[config.mk]
export PLATFORM = sky130hd
export DESIGN_NAME = apb_slave_regfile
export DESIGN_NICKNAME = d
export VERILOG_FILES = /design/src/rtl/apb_slave_regfile.sv
export SDC_FILE = /design/constraint.sdc
export NUM_CORES = 1
export LEC_CHECK = 0
export BUFFER_PORTS_ARGS = -buffer_cell sky130_fd_sc_hd__buf_2
export CAP_MARGIN = 20
export CELL_PAD_IN_SITES_DETAIL_PLACEMENT = 1
export CELL_PAD_IN_SITES_GLOBAL_PLACEMENT = 2
export CORE_MARGIN = 5
export CORE_UTILIZATION = 46
export DETAILED_ROUTE_END_ITERATION = 8
export GPL_TIMING_DRIVEN = 0
export PLACE_DENSITY = 0.92
export SLEW_MARGIN = 20
export SYNTH_ARGS = -nofsm -noshare
export SYNTH_HDL_FRONTEND = slang
export SYNTH_SLANG_ARGS = --single-unit
[constraint.sdc]
create_clock -name PCLK -period 8.4 [get_ports PCLK]
set_input_delay 0.84 -clock PCLK [delete_from_list [all_inputs] [get_ports PCLK]]
set_output_delay 0.84 -clock PCLK [all_outputs]
set_load 0.005 [all_outputs]
[src/rtl/apb_slave_regfile.sv]
// rtl/apb_slave_regfile.sv - APB completer with a wait-stated 32-bit register bank
//
// Purpose:
//   Terminates APB transfers from an upstream master. It holds DEPTH 32-bit
//   registers indexed directly by PADDR, inserts WAIT_CYCLES wait states per
//   transfer, and flags out-of-range indices with PSLVERR.
//
// Ports:
//   PCLK     in   1   clock, rising edge
//   PRESET   in   1   synchronous active-high reset
//   PSEL     in   1   completer select
//   PENABLE  in   1   access-phase strobe
//   PWRITE   in   1   1 = write, 0 = read
//   PADDR    in   8   register index (no byte-lane scaling)
//   PWDATA   in   32  write data
//   PRDATA   out  32  read data while PREADY=1, otherwise 0
//   PREADY   out  1   transfer completes in the cycle PREADY=1
//   PSLVERR  out  1   error response, only ever set together with PREADY

module apb_slave_regfile #(
    parameter int          DEPTH       = 16,
    parameter int          WAIT_CYCLES = 1,
    parameter logic [31:0] RST_VAL     = 32'h0000_0000
) (
    input  logic        PCLK,
    input  logic        PRESET,
    input  logic        PSEL,
    input  logic        PENABLE,
    input  logic        PWRITE,
    input  logic [7:0]  PADDR,
    input  logic [31:0] PWDATA,
    output logic [31:0] PRDATA,
    output logic        PREADY,
    output logic        PSLVERR
);

    localparam logic [1:0] ST_IDLE   = 2'd0;
    localparam logic [1:0] ST_ACCESS = 2'd1;
    localparam logic [1:0] ST_DONE   = 2'd2;

    localparam int             CNT_W   = (WAIT_CYCLES < 1) ? 1 : $clog2(WAIT_CYCLES + 1);
    localparam logic [CNT_W-1:0] CNT_MAX = CNT_W'(WAIT_CYCLES);

    logic [1:0]       state;
    logic [CNT_W-1:0] cnt;
    logic [7:0]       lat_addr;
    logic             lat_write;
    logic [31:0]      lat_wdata;
    logic [31:0]      regs [0:DEPTH-1];

    logic        setup;
    logic        addr_ok;
    logic        commit;
    logic [31:0] rd_sel;

    // A setup cycle relatches the request from any state: it starts a transfer
    // from IDLE/DONE and restarts an unfinished one in ACCESS.
    assign setup   = PSEL && !PENABLE;
    assign addr_ok = int'(lat_addr) < DEPTH;

    assign PREADY  = (state == ST_ACCESS) && PSEL && PENABLE && (cnt == CNT_MAX);
    assign PSLVERR = PREADY && !addr_ok;
    assign commit  = PREADY && lat_write && addr_ok;

    // Read mux built as a compare loop so out-of-range indices never address
    // past the end of the array.
    always_comb begin
        rd_sel = '0;
        for (int i = 0; i < DEPTH; i++) begin
            if (lat_addr == 8'(i)) begin
                rd_sel = regs[i];
            end
        end
    end

    assign PRDATA = (PREADY && addr_ok) ? rd_sel : 32'h0;

    always_ff @(posedge PCLK) begin
        if (PRESET) begin
            state <= ST_IDLE;
        end else begin
            case (state)
                ST_IDLE: begin
                    if (setup) begin
                        state <= ST_ACCESS;
                    end
                end
                ST_ACCESS: begin
                    if (!PSEL) begin
                        state <= ST_IDLE;
                    end else if (PREADY) begin
                        state <= ST_DONE;
                    end
                end
                ST_DONE: begin
                    // Holding PSEL/PENABLE high parks here; only a drop or a
                    // fresh setup cycle leaves.
                    if (setup) begin
                        state <= ST_ACCESS;
                    end else if (!PSEL || !PENABLE) begin
                        state <= ST_IDLE;
                    end
                end
                default: state <= ST_IDLE;
            endcase
        end
    end

    always_ff @(posedge PCLK) begin
        if (PRESET) begin
            cnt <= '0;
        end else if (setup) begin
            cnt <= '0;
        end else if ((state == ST_ACCESS) && PSEL && PENABLE && (cnt < CNT_MAX)) begin
            cnt <= cnt + 1'b1;
        end
    end

    always_ff @(posedge PCLK) begin
        if (PRESET) begin
            lat_addr  <= '0;
            lat_write <= 1'b0;
            lat_wdata <= '0;
        end else if (setup) begin
            lat_addr  <= PADDR;
            lat_write <= PWRITE;
            lat_wdata <= PWDATA;
        end
    end

    // Commit happens on the edge ending the PREADY cycle, so a read in the
    // same transfer never observes it.
    always_ff @(posedge PCLK) begin
        if (PRESET) begin
            for (int i = 0; i < DEPTH; i++) begin
                regs[i] <= RST_VAL;
            end
        end else if (commit) begin
            for (int i = 0; i < DEPTH; i++) begin
                if (lat_addr == 8'(i)) begin
                    regs[i] <= lat_wdata;
                end
            end
        end
    end

endmodule

==> flow_summary.toml <==
[status]
status = "completed"

[die]
num_io_pins = 79
dieArea_sq_mm = 0.0575
core_sq_mm = 0.0524
rows = 84
dieWidth_um = 240
die_y_um = 240
initial_utilization_pct = 46.3

[cts]
cts.sinks = 556
clk_latency_ps = 650
cts_root_buf = "clkbuf_16"
cts.repair.resized = 0
cts_max_path_buffers = 3
cts_tree = "yes"
ctsHoldBuffers = 0
cts_buffers = 59
clk_pin_slew_ps = 60
post_cts_buffers = 0
cts_max_level = 2

[timing]
fin_skew_ps = 25.9
tightest_slew_ps = 1250
hold_viol = 0
rsz0062_at_grt = "false"
fin_tns_setup_ps = 0
setup_violations = 0
timing.slew.headroom_pct = 16.3
fmax_mhz = 176
drv_slew = 0
finalCriticalPeriod_ps = 5690
period_share_pct = 67.7

[final_layout]
area_delta_synth_final_pct = 14.1
drive_above_1_share_pct = 14.2
finalNetCount = 2231
antenna_cells = 0
design_area_sq_mm = 0.0277

[yosys]
synth_enable_flop_cells = 512
synth_top_area_share_pct = 63.3
ys_dominant_reg_cell = "edfxtp_1"
synthTopCellsByArea = "edfxtp_1 63%, nor2_1 6.7%, dfxtp_1 3.6%"
async_reset_ff_share_pct = 0
synthCells = 2032
yosysWarnings = 0
syn_nets = 2077
synth_commonest_cells = "512 x edfxtp_1, 435 x nor2_1, 160 x nand2_1, 146 x a21oi_1, 107 x clkbuf_1"
ys_ff_latch = 556
yosys.area.top_type = "edfxtp_1"
synth_most_common_cell = "edfxtp_1"
synth_area_sq_mm = 0.0243
yosysSeqAreaShare_pct = 66.9
syn_area_per_cell_sq_um = 12.0
synth_cell_type_count = 65

[power]
p_per_area_mw_per_mm2 = 219
ir_drop_uv = 161
p_total_mw = 6.08
p_leak_nw = 9.49

[route]
vias = 18800
drtIter0Drc = 2872
ant_nets = 0
vias_per_cell = 6.45
remaining_drc_errors = 0
wl_mm = 95.6
routedWlPerCell_um = 32.7
dr.pass1.iters = 5

[global_route]
grt_pass1_vias = 19000
antenna_found_initial = 2
grt_overflow_total = 0
grt_use_total_pct = 32.6
grt_max_degree = 33
grt_pass1_wl_mm = 134

[critical_path]
crit_path_frequent_cell = "buf_2"
path_cells = "buf_2 > buf_2 > buf_2 > buf_2 > buf_2 > a21oi_1 > a211oi_1 > o22ai_1 > a21oi_1 > buf_2"
cp_top_family = "buffers and inverters"
worstPathRequired_ps = 7560
cp.arrival_ps = 4850
criticalPathCategory = "reg2out"
endpoint_kind = "primary output"
worst-path-buf-inv = 6
max_stage_delay_ps = 750
cp_slowest_cell = "a211oi_1"
cp-start-kind = "register"
cp_max_fo = 10

[placement]
hpwl_mm = 66.5
port-buffer-count = 77
place_area_sq_mm = 0.0260
globalplace.congestion = 0.963

[flow_run]
cap_violations = 0

[worst_hold_path]
worst_hold_path_type = "in2reg"
[cells by family after synthesis]
group	Yosys count	share of synthesized area, %
AND/OR/NAND/NOR	729	12.6
multiplexers	109	5.56
flip-flops	556	66.9
AO/OA/AOI/OAI	415	11.1
buffers and inverters	223	3.79
[through the flow]
step	std cells	util [%]	setup slack [ps]	hold WS, ps
2_1_floorplan	2032	-	4820	437
3_3_place_gp	2797	48.7	1820	445
3_5_place_dp	2813	49.5	3600	450
4_1_cts	2919	52.8	2910	432
5_1_grt	2919	52.8	2770	461
6_report	2919	52.8	2710	452
[path summary, 6_finish.rpt]
| path | from | to | slack (ps) | cells after the start |
|---|---|---|---|---|
| setup reg to reg | lat_addr[4] | regs[1][46] | 3950 | 7 |
| hold reg to reg | lat_wdata[2] | lat_wdata[2] | 460 | 2 |
| setup / recovery | lat_addr[1] | PRDATA[23] | 2710 | 10 |
| hold / removal | PWDATA[27] | lat_wdata[27] | 450 | 3 |
[layout by cell type (no fill, tap or decap), types with 13 or more instances in the layout]
master     synthesis  final
a211oi_1          24     24
a21oi_1          146    146
a221oi_1          33     33
buf_2             63    141
clkbuf_1         107    120
clkbuf_16          0     60
clkinv_1           1     17
dfxtp_1           44     44
edfxtp_1         512    512
inv_1             42     42
mux2_2            27     27
mux2i_1           64     64
mux4_2            18     18
nand2_1          160    160
nand2b_1          56     46
nand3_1           13     13
nor2_1           435    435
nor3_1            21     19
o211ai_1          19     19
o21ai_0           57     57
o22ai_1           32     32
[layer usage]
layer | share of wire, % | GRT usage (%) | routed length [um]
met1 | 36 | 42.2 | 34300
met5 | 0.043 | 0 | 41
met3 | 13 | 8.77 | 12100
met4 | 5.9 | 15.6 | 5680
met2 | 45 | 51.4 | 43400
[power breakdown]
part	internal [mW]	leakage, nW	switching (mW)
logic	0.131	2.97	0.359
registers	3.12	5.66	0.0431
clock network	1.33	0.860	1.09
[sequential cells by signal, summed over array words and instances, names as in the netlist]
register and cells:
lat_addr 8, lat_write 1, regs 512, state 2, lat_wdata 32, cnt 1
[worst reg2reg max path, cell delays in order (launching register included)]
cell	delay [ps]
dfxtp_1	330
nor4_2	680
clkbuf_1	630
nand3_1	730
nor2_1	600
nand2_1	360
nand2b_2	550
buf_16	250
[layout make-up]
type / instances / area, sq um
Buffer: 180 / 759
Clock buffer: 77 / 1610
Clock inverter: 29 / 129
Fill cell: 5489 / 24700
Inverter: 43 / 161
Multi-Input combinational cell: 1253 / 7180
Sequential cell: 556 / 16300
Tap cell: 688 / 861
Timing Repair Buffer: 93 / 761
No activity file was read; power rests on OpenSTA's default activity.
